`config.mk`:
```
export PLATFORM = sky130hd
export DESIGN_NAME = fifo_burst_ctrl
export DESIGN_NICKNAME = d
export VERILOG_FILES = /design/src/rtl/fifo_ctrl_pkg.sv /design/src/rtl/fifo_ctrl_skid.sv /design/src/rtl/fifo_burst_ctrl.sv
export SDC_FILE = /design/constraint.sdc
export NUM_CORES = 1
export LEC_CHECK = 0
export CAP_MARGIN = 20
export CORE_ASPECT_RATIO = 0.9
export CORE_MARGIN = 3
export CORE_UTILIZATION = 45
export DETAILED_ROUTE_END_ITERATION = 10
export MAX_ROUTING_LAYER = met4
export PLACE_DENSITY = 0.68
export SETUP_SLACK_MARGIN = 0.2
export SLEW_MARGIN = 10
export SYNTH_ARGS = -nofsm -noshare
export SYNTH_HDL_FRONTEND = slang
export SYNTH_HIERARCHICAL = 1
export SYNTH_SLANG_ARGS = --single-unit
```
`constraint.sdc`:
```
create_clock -name clk -period 2.67 [get_ports clk]
set_input_delay 0.534 -clock clk [delete_from_list [all_inputs] [get_ports clk]]
set_output_delay 0.534 -clock clk [all_outputs]
set_load 0.005 [all_outputs]
```
`src/rtl/fifo_ctrl_pkg.sv`:
```
// fifo_ctrl_pkg: shared FIFO widths and controller state encoding.
package fifo_ctrl_pkg;
  localparam int DIN_W  = 8;
  localparam int DOUT_W = 16;
  localparam int CNT_W  = 10;
  typedef enum logic [1:0] {ST_INIT, ST_IDLE, ST_BURST, ST_FLUSH} state_t;
endpackage

```
`src/rtl/fifo_ctrl_skid.sv`:
```
// fifo_ctrl_skid: 2-entry output buffer; head is always the oldest word.
module fifo_ctrl_skid
  import fifo_ctrl_pkg::*;
(
  input  logic              clk,
  input  logic              rst_n,
  input  logic              clr,
  input  logic              push,
  input  logic [DOUT_W-1:0] din,
  input  logic              pop,
  output logic              valid,
  output logic [DOUT_W-1:0] dout,
  output logic [1:0]        count
);
  logic [DOUT_W-1:0] head, tail;
  logic pop_v, head_ld, tail_ld;
  assign valid = count != 2'd0;
  assign dout = head;
  assign pop_v = pop & valid;
  assign head_ld = (push & (count == 2'd0 | (pop_v & count == 2'd1))) | (pop_v & count == 2'd2);
  assign tail_ld = push & ((count == 2'd2) | (count == 2'd1 & ~pop_v));
  always_ff @(posedge clk or negedge rst_n)
    if (!rst_n) begin
      head <= '0;
      tail <= '0;
      count <= '0;
    end else if (clr) begin
      count <= '0;
    end else begin
      count <= count + 2'(push) - 2'(pop_v);
      if (head_ld) head <= count == 2'd2 ? tail : din;
      if (tail_ld) tail <= din;
    end
endmodule

```
`src/rtl/fifo_burst_ctrl.sv`:
```
// fifo_burst_ctrl: byte writer and fixed-length burst reader around an 8-in/16-out FIFO.
module fifo_burst_ctrl
  import fifo_ctrl_pkg::*;
#(
  parameter int BURST_LEN   = 16,
  parameter int SRST_CYCLES = 4
) (
  input  logic              clk,
  input  logic              rst_n,
  input  logic              src_valid,
  input  logic [DIN_W-1:0]  src_data,
  input  logic              flush,
  output logic              fifo_srst,
  output logic              fifo_wr_en,
  output logic [DIN_W-1:0]  fifo_din,
  output logic              fifo_rd_en,
  input  logic [DOUT_W-1:0] fifo_dout,
  input  logic              fifo_full,
  input  logic              fifo_empty,
  input  logic [CNT_W-1:0]  fifo_rd_data_count,
  output logic              m_valid,
  output logic [DOUT_W-1:0] m_data,
  output logic              m_last,
  input  logic              m_ready,
  output logic [15:0]       drop_cnt,
  output logic [15:0]       burst_cnt,
  output logic              busy
);
  state_t state, state_nxt;
  logic [15:0] srst_cnt;
  logic [CNT_W-1:0] iss_cnt, acc_cnt;
  logic [1:0] skid_cnt;
  logic inflight, srst_done, live, abort, acc, last_acc;
  assign srst_done = srst_cnt == 16'(SRST_CYCLES - 1);
  assign live = state == ST_IDLE || state == ST_BURST;
  assign abort = flush & live;
  assign acc = m_valid & m_ready;
  assign last_acc = acc & m_last;
  assign fifo_din = src_data;
  assign m_last = m_valid & (acc_cnt == CNT_W'(BURST_LEN - 1));
  always_comb begin
    state_nxt = state;
    fifo_srst = state == ST_INIT || state == ST_FLUSH;
    fifo_wr_en = src_valid & ~fifo_full & live;
    fifo_rd_en = state == ST_BURST && !flush && !fifo_empty && iss_cnt < CNT_W'(BURST_LEN)
                 && (skid_cnt + 2'(inflight)) < 2'd2;
    busy = state != ST_IDLE;
    case (state)
      ST_INIT:  state_nxt = srst_done ? ST_IDLE : ST_INIT;
      ST_IDLE:  state_nxt = flush ? ST_FLUSH : fifo_rd_data_count >= CNT_W'(BURST_LEN) ? ST_BURST : ST_IDLE;
      ST_BURST: state_nxt = flush ? ST_FLUSH : last_acc ? ST_IDLE : ST_BURST;
      ST_FLUSH: state_nxt = srst_done ? ST_IDLE : ST_FLUSH;
      default:  state_nxt = ST_INIT;
    endcase
  end
  always_ff @(posedge clk or negedge rst_n)
    if (!rst_n) begin
      state <= ST_INIT;
      srst_cnt <= '0;
      inflight <= 1'b0;
      iss_cnt <= '0;
      acc_cnt <= '0;
      drop_cnt <= '0;
      burst_cnt <= '0;
    end else begin
      state <= state_nxt;
      srst_cnt <= fifo_srst && !srst_done ? srst_cnt + 16'd1 : '0;
      inflight <= fifo_rd_en;
      iss_cnt <= state == ST_BURST ? iss_cnt + CNT_W'(fifo_rd_en) : '0;
      acc_cnt <= state == ST_BURST ? acc_cnt + CNT_W'(acc) : '0;
      drop_cnt <= src_valid && !fifo_wr_en && drop_cnt != 16'hFFFF ? drop_cnt + 16'd1 : drop_cnt;
      burst_cnt <= burst_cnt + 16'(last_acc);
    end
  fifo_ctrl_skid u_skid (
    .clk   (clk),
    .rst_n (rst_n),
    .clr   (abort),
    .push  (inflight),
    .din   (fifo_dout),
    .pop   (m_ready),
    .valid (m_valid),
    .dout  (m_data),
    .count (skid_cnt)
  );
endmodule

```
== Word level (Yosys, flattened, before mapping) ==
Index checks and enable logic that the tools add are counted.

* Output and inout port bits: 62
* Word-level logic and storage cells: 76
* Bits in registers: 105
* Input port bits: 41

* Equal/unequal tests: 9
* Muxes and demuxes: 12
* Bitwise logic cells: 17
* Reductions and logical operators: 18
* Magnitude comparators: 3
* Add/sub/neg operators: 7

{| class="wikitable"
|+ Operators with widths
! operator !! count
|-
| 16-bit by 1-bit adder with 16-bit output (second input constant) || 2
|-
| 16-bit 2-to-1 mux || 2
|-
| 10-bit by 1-bit adder with 10-bit output || 2
|-
| 10-bit 2-to-1 mux || 2
|-
| 16-bit by 1-bit adder with 16-bit output || 1
|-
| 16-bit by 2-bit equality test with 1-bit output (second input constant) || 1
|-
| 16-bit != test (second input constant) || 1
|-
| 2-bit 2-to-1 mux || 6
|-
| 1-bit AND || 11
|-
| 10-bit by 4-bit equality test with 1-bit output (second input constant) || 1
|-
| 10-bit by 5-bit greater-or-equal comparator with 1-bit output (second input constant) || 1
|-
| 10-bit by 5-bit less-than comparator with 1-bit output (second input constant) || 1
|-
| 2-bit one-hot mux with 4 select lines || 1
|-
| 1-bit logical AND || 7
|-
| 2-bit equality test (second input constant) || 3
|-
| 2-bit by 1-bit equality test with 1-bit output (second input constant) || 2
|-
| 1-bit logical NOT || 4
|-
| 2-bit logical NOT || 2
|-
| 2-bit AND reduction || 2
|-
| 1-bit inverter || 3
|-
| 1-bit OR || 3
|-
| 2-bit by 1-bit adder with 2-bit output || 1
|-
| 1-bit logical OR || 2
|-
| 2-bit less-than comparator (second input constant) || 1
|-
| other kinds (4) || 4
|}

== Depth between registers and ports, before layout ==
Gate-level depths: netlist (run 1).

* Depth after elaboration: 7
* Gate-level depth with buffers: 10
* Mapped depth without buffers: 9

== Cells and area by module ==
The synthesis (run 1) kept the hierarchy.

{| class="wikitable"
|+ By module, submodules not included
! module !! instances !! seq. area each (um2) !! area each (um2) !! cells an instance
|-
| fifo_burst_ctrl || 1 || 1,776.7 || 3,593.4 || 344
|-
| fifo_ctrl_skid || 1 || 850.8 || 1,616.6 || 104
|}

== Worst setup path after synthesis (run 1) ==
No wires, ideal clock.

* Path kind: flip-flop to flip-flop
* Start point: reg state[0]
* End point: reg u_skid.head[10] (netlist: u_skid/dout[10])
* Data required time: 2.545 ns
* Cell stages (with the launch flop): 8
* Library setup time: 0.125 ns
* Clock period less this slack: 2.303 ns
* Path slack: 0.367 ns
* Data arrival time: 2.179 ns
* Buffers on the path: 1
* Path through: dfrtp_1 > inv_1 > ha_1 > and2_1 > or4bb_1 > o31ai_2 > buf_4 > mux2_2

* Word-level cells in the longest chain between the ends: 5
* Elaborated cells between the ends (all ways): 6
* Classes of those cells: eq/ne: 2; bitwise: 2; reduce/logical: 2

{| class="wikitable"
|+ RTL lines
! what !! RTL line !! source
|-
| start, declared || fifo_burst_ctrl.sv:29 || <nowiki>state_t state, state_nxt;</nowiki>
|-
| start signal, assigned || fifo_burst_ctrl.sv:66 || <nowiki>state <= state_nxt;</nowiki>
|-
| 2-bit by 1-bit equality test with 1-bit output or 2-bit equality test (tied branches) || fifo_burst_ctrl.sv:35 || <nowiki>assign live = state == ST_IDLE || state == ST_BURST;</nowiki>
|-
| 1-bit logical OR * || fifo_burst_ctrl.sv:35 ||
|-
| 1-bit AND * || fifo_burst_ctrl.sv:36 || <nowiki>assign abort = flush & live;</nowiki>
|-
| via abort || fifo_burst_ctrl.sv:33 || <nowiki>logic inflight, srst_done, live, abort, acc, last_acc;</nowiki>
|-
| 1-bit inverter (no line) * || n/a ||
|-
| 2-bit AND reduction (no line) * || n/a ||
|-
| end signal, assigned || fifo_ctrl_skid.sv:31 || <nowiki>if (head_ld) head <= count == 2'd2 ? tail : din;</nowiki>
|-
| end, declared || fifo_ctrl_skid.sv:15 || <nowiki>logic [DOUT_W-1:0] head, tail;</nowiki>
|}

Mark *: on every way through the listed nets, which the timed path passes. The rest lies on a longest branch.
A chain may end at the register's enable or synchronous reset.

== Worst setup path in the final report (run 1) ==
* Start point: reg acc_cnt[4]
* End point: out m_last

* Word-level cells in the longest chain between the ends: 2

{| class="wikitable"
|+ RTL lines
! what !! RTL line !! source
|-
| start, declared || fifo_burst_ctrl.sv:31 || <nowiki>logic [CNT_W-1:0] iss_cnt, acc_cnt;</nowiki>
|-
| start signal, assigned || fifo_burst_ctrl.sv:70 || <nowiki>acc_cnt <= state == ST_BURST ? acc_cnt + CNT_W'(acc) : '0;</nowiki>
|-
| 10-bit by 4-bit equality test with 1-bit output || fifo_burst_ctrl.sv:40 || <nowiki>assign m_last = m_valid & (acc_cnt == CNT_W'(BURST_LEN - 1));</nowiki>
|-
| 1-bit AND || fifo_burst_ctrl.sv:40 ||
|-
| end, declared || fifo_burst_ctrl.sv:23 || <nowiki>output logic m_last,</nowiki>
|}

Every way passes these cells.

==> results of run 1 <==
-- critical path, stage by stage, from the launching register on --
cell and delay (ps):
dfrtp_2 440, nor4_2 280, nand3_1 130, nor2_1 130, clkdlybuf4s50_1 550
-- per-stage QoR --
stage / power [mW] / std cells / area, µm²
finish: 5.18 / 698 / 6580
global route: 5.49 / 698 / 6580
CTS: 5.21 / 696 / 6530
detailed placement: 3.86 / 675 / 6190
global placement: 3.81 / 675 / 6190
floorplan: 3.12 / 448 / 5210
-- layout by cell type (no fill, tap or decap), types with 9 or more instances in the layout --
cell type        Yosys  routed
mux2_2              42      42
xnor2_1             31      31
inv_1               11      11
mux2_4              11      11
clkbuf_16            0       9
dfrtp_1            105     104
nand4_1             15      15
nand3_1             24      24
xor2_1              24      24
clkdlybuf4s50_1      0      79
nor3_1              11      11
buf_4                9      17
nor2_1              46      45
ha_1                14      12
nand2_1             25      25
-- power by group through the flow --
stage          combinational [mW]  clock, mW  sequential, mW
3_5_place_dp                 1.64          0            2.22
3_3_place_gp                 1.61          0            2.20
6_report                     1.68       1.32            2.19
5_1_grt                      1.84       1.42            2.24
2_1_floorplan               0.941          0            2.18
4_1_cts                      1.66       1.36            2.19
-- final cells by class --
type / count / area (µm²) / share of cell area, %
Sequential cell: 105 / 2630 / 40.0
Tap cell: 152 / 190 / 2.89
Inverter: 12 / 45.0 / 0.685
Multi-Input combinational cell: 312 / 2430 / 36.9
Clock buffer: 12 / 246 / 3.75
Clock inverter: 4 / 52.6 / 0.799
Timing Repair Buffer: 101 / 990 / 15.0
-- metal layers --
layer / part of all wire (%) / wire (µm) / up-vias / track usage (%)
met5: 0 / 0 / - / -
met4: 1.4 / 144 / 0 / 4.91
met3: 4.3 / 449 / 13 / 3.87
met2: 46 / 4730 / 87 / 26.5
met1: 49 / 5030 / 1767 / 23.0
li1: - / - / 1746 / -
-- registers in the layout, indices dropped and copies added, names as in the netlist --
register,count
inflight,1
state,2
u_skid/dout,16
drop_cnt,16
srst_cnt,16
acc_cnt,10
u_skid/tail,16
iss_cnt,10
burst_cnt,16
u_skid/count,2
-- cell families after synthesis --
family,Yosys count
adder cells (fa/ha/maj),14
AO/OA/AOI/OAI,14
AND/OR/NAND/NOR,175
multiplexers,54
buffers and inverters,31
XOR/XNOR,55
flip-flops,105
-- final timing paths --
check | to | depth (start not counted) | slack, ps
max reg2reg | u_skid/dout[10]$_DFFE_PN0P_ | 7 | 440
max | m_last | 4 | 270
min reg2reg | srst_cnt[0]$_DFF_PN0_ | 1 | 470
min | srst_cnt[0]$_DFF_PN0_ | 1 | 470
max in group asynchronous | u_skid/dout[10]$_DFFE_PN0P_ | 3 | 1460
min in group asynchronous | burst_cnt[13]$_DFF_PN0_ | 2 | 540
-- what timing repair did --
action	in CTS	in global routing
buffers inserted	4	2
endpoints found under the hold margin	5	0
pin swaps	4	3
hold buffers	1	0
setup endpoints to repair	2	8
resized for setup	3	8
gates cloned	0	0
==> impl_results.md, run 1 <==
* GP Congestion at 0.790
* Worst-path fanout max at 5
* Part of the Yosys area used for sequential elements at 50.4%
* Largest net degree at the start of global routing at 64
* Top_reg_cell synth: dfrtp_1
* PD cells at 788 mW/mm²
* Fmax at 417 MHz
* Synthesized area at 0.00521 mm²
* Initial Util at 47.0%
* IO Pins at 103
* YS warnings at 6
* Die Area at 0.0129 mm²
* Detailed Routing Iterations Pass 1 at 4
* Row count at 36
* Mux share of post-synthesis cell area at 12.4%
* Clk_skew at 6.08 ps
* Most common cell in the netlist: dfrtp_1
* Num Clock Sinks at 105
* Critical path type: reg -> out
* Die H at 108 µm
* Overflow after GRT at 0
* Power Internal at 3.71 mW
* Root Buffer: clkbuf_16
* Syn Nets at 503
* # Max-Cap Violations at 0
* Inserted Diodes at 0
* Clock Path Buffers at 2
* Mean post-synth cell area at 11.6 µm²
* Total track usage at 17.2%
* TritonCTS clock tree: done
* Synth top area share at 50.4%
* Largest family of logic cells by synthesized area: simple AND/OR/NAND/NOR gates
* Die X-Extent at 119 µm
* Worst-margin pin slew at 514 ps
* Hold Slack at 465 ps
* Routed vias at 3613
* Simple-gate share of the synthesized area at 18.7%
* Vias per cell at 5.18
* Nets@finish at 596
* Fraction of the mapped netlist area in compound gates at 2.11%
* Routed WL at 10400 µm
* Final Util at 59.4%
* Worst Path Required at 2140 ps
* Share of cells above drive strength 1 at 19.8%
* Final setup margin at 274 ps
* Gate Count Post-Synth at 448
* Flop pwr share at 42.3%
* Switching Fraction at 28.4%
* Synth cell count leaders: dfrtp_1, nor2_1, mux2_2
* Antenna viol nets, final at 0
* Placeable Area at 0.0111 mm²
* Tmin final at 2400 ps
* H-Tree Depth at 3
* DP Wirelength at 7220 µm
* First-pass GRT wire length at 17600 µm
* Setup crit start kind: register
* Outcome: finished clean
* VDD IR max at 0.000487 V
* Pins Over Slew Limit at 0
* Rel. slew slack at 65.7%
* Clk network pwr share at 25.4%
* WL per Instance at 14.8 µm
* # fillers at 951
* Combinational Power Share at 32.3%
* Dpl ws at -9.20 ps
* Number of global-route vias before repair at 3657
* Drt drc at 0
* Post-synth EDFFs at 0
* Asr flop ratio synth at 100%
* Area growth syn-to-layout at 26.3%
* Synth area leaders: dfrtp_1, mux2_2, xnor2_1
* Post-Route Setup TNS at 0 ps
* #FFs+latches synth at 105
* Worst r2r src: state[0]$_DFF_PN0_
* Netlist cell types at 53
* Crit path arrival time at 1860 ps
* Tcrit/Tclk final at 89.7%
* Port Buffers at 82
* Hold path startpoint: srst_cnt[0]$_DFF_PN0_
* Num CTS Buffers at 9
* Initial antenna violation count at 0
* Final hold vios at 0
* Worst Setup SP: acc_cnt[4]$_DFF_PN0_
* Synth area leader: dfrtp_1
* Hold WC Path Type: reg -> reg
* Psw at 1.47 mW
* Clk pin slew, worst setup/hold paths at 70 ps
* Post-Synth XOR/XNOR Area at 9.25%
* Worst skew pair latency at 340 ps
* Leak Pwr at 2.82 nW
* RSZ-0062 raised after global routing: no
* Element type at the critical path end: primary output
* # setup viols final at 0
* Adder-cell share of the synthesized area at 3.36%
* DR iter-0 viols at 305
Power figures use the tool's default switching activity.
==> run 2, diff against run 1 <==
CORE_ASPECT_RATIO = unset   (was 0.9)
CORE_MARGIN = 1   (was 3)
==> run 2 against run 1 <==
Non-clock buffer count shrank 1. Sequential share of layout area about the same. Clock power up 15%. Register-to-register slack lost 50 ps. Final cell count down 1.9%. Setup slack better by 56 ps. Worst hold slack worse by 300 ps. Critical endpoint is now fifo_rd_en.
==> impl_results.md, run 2 (synthesis gave the netlist of run 1 again) <==
* Largest net degree at the start of global routing at 42 (was 64)
* Detailed Routing Iterations Pass 1 at 4 (unchanged)
* Final setup margin at 330 ps (was 274 ps)
* Crit-path cells: clkdlybuf4s50_1 > nor4_1 > nand4_1 > nor2_2 > dlygate4sd2_1 (was nor4_2 > nand3_1 > nor2_1 > clkdlybuf4s50_1)
* Number of global-route vias before repair at 3664 (was 3657)
* Tcrit/Tclk final at 87.6% (was 89.7%)
* Overflow after GRT at 0 (unchanged)
* RSZ-0062 raised after global routing: yes (was no)
* Worst skew pair latency at 350 ps (was 340 ps)
* Initial antenna violation count at 0 (unchanged)
* IO Pins at 103 (unchanged)
* DP Wirelength at 7150 µm (was 7220 µm)
* Final hold vios at 0 (unchanged)
* Num CTS Buffers at 9 (unchanged)
* Worst-margin pin slew at 537 ps (was 514 ps)
* Die H at 110 µm (was 108 µm)
* Outcome: finished clean (unchanged)
* Routed vias at 3575 (was 3613)
* VDD IR max at 0.000762 V (was 0.000487 V)
* Tmin final at 2340 ps (was 2400 ps)
* # setup viols final at 0 (unchanged)
* Hold WC Path Type: in -> async (was reg -> reg)
* WL per Instance at 15.0 µm (was 14.8 µm)
* Die X-Extent at 110 µm (was 119 µm)
* Post-Route Setup TNS at 0 ps (unchanged)
* Final Util at 59.4% (about the same)
* Setup crit start kind: input pin (was register)
* Num Clock Sinks at 105 (unchanged)
* GP Congestion at 0.821 (was 0.790)
* Element type at the critical path end: primary output (unchanged)
* Leak Pwr at 2.87 nW (was 2.82 nW)
* Crit path arrival time at 1810 ps (was 1860 ps)
* Clk pin slew, worst setup/hold paths at 70 ps (about the same)
* Reg2Reg Setup Slack at 390 ps (was 440 ps)
* Total track usage at 19.1% (was 17.2%)
* Dpl ws at -18.6 ps (was -9.20 ps)
* # Max-Cap Violations at 0 (unchanged)
* Inserted Diodes at 0 (unchanged)
* Placeable Area at 0.0111 mm² (about the same)
* Reg2reg path depth at 10 (was 7)
* Commonest non-fill, non-tap cell in the layout: dfrtp_1 (unchanged)
* PD cells at 816 mW/mm² (was 788 mW/mm²)
* Area growth syn-to-layout at 26.2% (was 26.3%)
* TritonCTS clock tree: done (unchanged)
* CP peak stage delay at 420 ps (was 550 ps)
* H-Tree Depth at 3 (unchanged)
* Root Buffer: clkbuf_16 (unchanged)
* Nets@finish at 595 (was 596)
* CP max stage cell: clkdlybuf4s50_1 (unchanged)
* Initial Util at 47.0% (about the same)
* DR iter-0 viols at 135 (was 305)
* Worst Path Required at 2140 ps (about the same)
* Power Total at 5.36 mW (was 5.18 mW)
* Rel. slew slack at 64.2% (was 65.7%)
* Antenna viol nets, final at 0 (unchanged)
* Vias per cell at 5.22 (was 5.18)
* Pins Over Slew Limit at 0 (unchanged)
* Port Buffers at 82 (unchanged)
* Most frequent cells in the layout: dfrtp_1, clkdlybuf4s50_1, nor2_1, mux2_2, xnor2_1 (unchanged)
* First-pass GRT wire length at 17200 µm (was 17600 µm)
* Clock Path Buffers at 2 (unchanged)
* Row count at 38 (was 36)
* Die Area at 0.0120 mm² (was 0.0129 mm²)
* Critical R2R Capture: burst_cnt[12]$_DFF_PN0_ (was u_skid/dout[10]$_DFFE_PN0P_)
* Clk_skew at 6.95 ps (was 6.08 ps)
* Drt drc at 0 (unchanged)
* Share of cells above drive strength 1 at 19.3% (was 19.8%)
* Critical path type: in -> out (was reg -> out)
* # fillers at 947 (was 951)
* Routed WL at 10200 µm (was 10400 µm)
* Fmax at 427 MHz (was 417 MHz)
* Worst r2r src: acc_cnt[8]$_DFF_PN0_ (was state[0]$_DFF_PN0_)
* Worst-path fanout max at 2 (was 5)
-- run 2: changes by cell type in the layout (fill, tap and decap cells not counted), moves of 2 or more --
cell,change
ha_1,+2
bufinv_16,+2
clkinvlp_4,-2
clkdlybuf4s50_1,-2
-- run 2: critical path, delay by kind of cell --
family                 cells  cell delay, ps
buffers and inverters      2             670
AND/OR/NAND/NOR            3             600
-- run 2: repair_timing --
item,in CTS,in global routing
endpoints found under the hold margin,0,0
buffers inserted,4,2
pin swaps,4,3
hold buffers,0,0
endpoints found under the setup margin,3,2
resized for setup,5,2
-- run 2: worst max path at each step --
stage,cells after the start,slack [ps],end,startpoint
after floorplan,7,370,u_skid/dout[10]$_DFFE_PN0P_,state[0]$_DFF_PN0_
after global placement,5,-80,fifo_rd_en,flush
after detailed placement,5,-20,fifo_rd_en,flush
after CTS,4,200,m_last,acc_cnt[4]$_DFF_PN0_
after global routing,10,180,burst_cnt[12]$_DFF_PN0_,acc_cnt[8]$_DFF_PN0_
final,5,330,fifo_rd_en,fifo_empty
-- run 2: layout make-up --
cell class              count  area [µm²]  area share [%]
clock buffers              11         243            3.69
clock inverters             5         103            1.56
inverters                  12        45.0           0.685
multi-input cells         312        2400            36.5
flip-flops and latches    105        2630            40.0
well taps                 140         175            2.66
repair buffers            100         981            14.9
-- run 2: stage by stage --
step / cells / instance area, µm² / hold slack (ps)
after global placement: 663 / 6170 / 446
final: 685 / 6580 / 160
after floorplan: 448 / 5210 / 238
after detailed placement: 663 / 6170 / 463
after CTS: 683 / 6560 / 178
after global routing: 685 / 6580 / 194
-- run 2: power breakdown --
part | switching (mW) | internal (mW) | leakage, nW
Combinational | 0.657 | 1.01 | 1.33
Sequential | 0.245 | 1.94 | 1.37
Clock | 0.577 | 0.941 | 0.166
-- run 2: per-layer routing --
metal | track usage [%] | up-vias | part of all wire, %
li1 | - | 1737 | -
met1 | 23.4 | 1758 | 46
met2 | 30.9 | 74 | 48
met3 | 6.05 | 6 | 5.2
met4 | 4.76 | 0 | 0.97
met5 | - | - | 0
==> run 3, diff against run 2 <==
CORE_MARGIN = 2   (was 1)
==> run 3 against run 2 <==
Sequential cell count did not move. Combinational power barely moved. First-iteration DRC count rose by 73%. Die area rose by 3.7%. Via count rose by 2.4%.
==> impl_results.md, run 3 (synthesis gave the netlist of run 1 again) <==
* Tmin final at 2370 ps (was 2340 ps)
* Worst r2r src: state[0]$_DFF_PN0_ (was acc_cnt[8]$_DFF_PN0_)
* Share of cells above drive strength 1 at 20.0% (was 19.3%)
* Outcome: finished clean (unchanged)
* Setup crit start kind: register (was input pin)
* Routed WL at 10300 µm (was 10200 µm)
* Largest net degree at the start of global routing at 55 (was 42)
* Root Buffer: clkbuf_16 (unchanged)
* Worst Setup SP: state[1]$_DFF_PN0_ (was fifo_empty)
* Num Clock Sinks at 105 (unchanged)
* Critical path type: reg -> out (was in -> out)
* Final instance area at 0.00657 mm² (was 0.00658 mm²)
* Placed Cells at 666 (was 663)
* Number of global-route vias before repair at 3634 (was 3664)
* Most frequent cells in the layout: dfrtp_1, clkdlybuf4s50_1, nor2_1, mux2_2, xnor2_1 (unchanged)
* DP Wirelength at 7200 µm (was 7150 µm)
* Initial Util at 45.8% (was 47.0%)
* Hold WC Path Type: in -> async (unchanged)
* Rel. slew slack at 65.3% (was 64.2%)
* # fillers at 962 (was 947)
* Final hold vios at 0 (unchanged)
* Combinational Power Share at 32.9% (was 31.0%)
* DR iter-0 viols at 234 (was 135)
* Overflow after GRT at 0 (unchanged)
* Die Area at 0.0125 mm² (was 0.0120 mm²)
* IO Pins at 103 (unchanged)
* Crit path arrival time at 1840 ps (was 1810 ps)
* Antenna viol nets, final at 0 (unchanged)
* Vias per cell at 5.31 (was 5.22)
* PD cells at 776 mW/mm² (was 816 mW/mm²)
* Tcrit/Tclk final at 88.8% (was 87.6%)
* Worst-path fanout max at 4 (was 2)
* Nets@finish at 596 (was 595)
* Worst-margin pin slew at 519 ps (was 537 ps)
* Final setup margin at 298 ps (was 330 ps)
* Element type at the critical path end: primary output (unchanged)
* Port Buffers at 82 (unchanged)
* Die H at 112 µm (was 110 µm)
* Dpl ws at 3.38 ps (was -18.6 ps)
* Power Internal at 3.61 mW (was 3.89 mW)
* H-Tree Depth at 3 (unchanged)
* Detailed Routing Iterations Pass 1 at 5 (was 4)
* Die X-Extent at 112 µm (was 110 µm)
* Post-placement cell area at 0.00618 mm² (was 0.00617 mm²)
* # Max-Cap Violations at 0 (unchanged)
* RSZ-0062 raised after global routing: yes (unchanged)
* Initial antenna violation count at 0 (unchanged)
* Fmax at 422 MHz (was 427 MHz)
* Total track usage at 17.7% (was 19.1%)
* Worst Path Required at 2140 ps (about the same)
* GP Congestion at 0.851 (was 0.821)
* Layout Cells excl Fill at 689 (was 685)
* Clk network pwr share at 24.2% (was 28.3%)
* Clk pin slew, worst setup/hold paths at 70 ps (about the same)
* Area growth syn-to-layout at 26.0% (was 26.2%)
* Worst skew pair latency at 340 ps (was 350 ps)
* Row count at 39 (was 38)
* WL per Instance at 14.9 µm (was 15.0 µm)
* Clock Path Buffers at 2 (unchanged)
* Commonest non-fill, non-tap cell in the layout: dfrtp_1 (unchanged)
* Drt drc at 0 (unchanged)
* Num CTS Buffers at 9 (unchanged)
* Pins Over Slew Limit at 0 (unchanged)
* Clk_skew at 7.97 ps (was 6.95 ps)
* TritonCTS clock tree: done (unchanged)
* Routed vias at 3662 (was 3575)
* VDD IR max at 0.000514 V (was 0.000762 V)
* Inserted Diodes at 0 (unchanged)
* Hold-fix buffer count after cts at 0 (unchanged)
* First-pass GRT wire length at 17400 µm (was 17200 µm)
* # setup viols final at 0 (unchanged)
* Switching Fraction at 29.1% (was 27.5%)
* Power Total at 5.09 mW (was 5.36 mW)
* Hold Slack at 124 ps (was 160 ps)
* Final Util at 57.7% (was 59.4%)
* Placeable Area at 0.0114 mm² (was 0.0111 mm²)
* Leak Pwr at 2.83 nW (was 2.87 nW)
* Flop pwr share at 42.9% (was 40.7%)
* Post-Route Setup TNS at 0 ps (unchanged)
* Psw at 1.48 mW (about the same)
[run 3: final timing paths]
kind / to / slack [ps] / cells after the start
setup reg to reg: iss_cnt[3]$_DFF_PN0_ / 420 / 14
hold reg to reg: burst_cnt[15]$_DFF_PN0_ / 480 / 1
setup / recovery: fifo_wr_en / 300 / 5
hold / removal: burst_cnt[8]$_DFF_PN0_ / 120 / 1
min in group clk: burst_cnt[15]$_DFF_PN0_ / 480 / 1
max in group asynchronous: drop_cnt[15]$_DFFE_PN0P_ / 1900 / 2
[run 3: critical path, stage by stage (launching register included)]
cell             delay, ps
dfrtp_1                390
inv_1                  100
ha_4                   310
nand2b_1                90
nor2_1                  90
clkdlybuf4s50_1        500
[run 3: area by class of cell]
cell class / count / area [µm²] / area share (%)
flip-flops and latches: 105 / 2630 / 40.0
multi-input cells: 312 / 2450 / 37.3
repair buffers: 101 / 990 / 15.1
clock buffers: 12 / 246 / 3.75
well taps: 143 / 179 / 2.73
inverters: 12 / 45.0 / 0.686
clock inverters: 4 / 28.8 / 0.438
[run 3: timing repair]
action	in CTS	in global routing
setup buffers	5	2
cloned	0	0
endpoints found under the setup margin	3	10
pin swaps	2	4
gates resized for setup	4	10
[run 3: per-layer routing]
metal | up-vias | share of wire [%] | track usage, %
met3 | 15 | 3.4 | 2.83
met4 | 0 | 1.9 | 7.49
met5 | - | 0 | -
met2 | 76 | 46 | 26.6
li1 | 1747 | - | -
met1 | 1824 | 49 | 23.9
[run 3: power by group through the flow]
stage	Sequential (mW)	Combinational, mW	Clock, mW
after floorplan	2.18	0.941	0
after global placement	2.19	1.61	0
after detailed placement	2.21	1.64	0
after CTS	2.19	1.67	1.27
after global routing	2.23	1.83	1.33
final	2.19	1.68	1.23
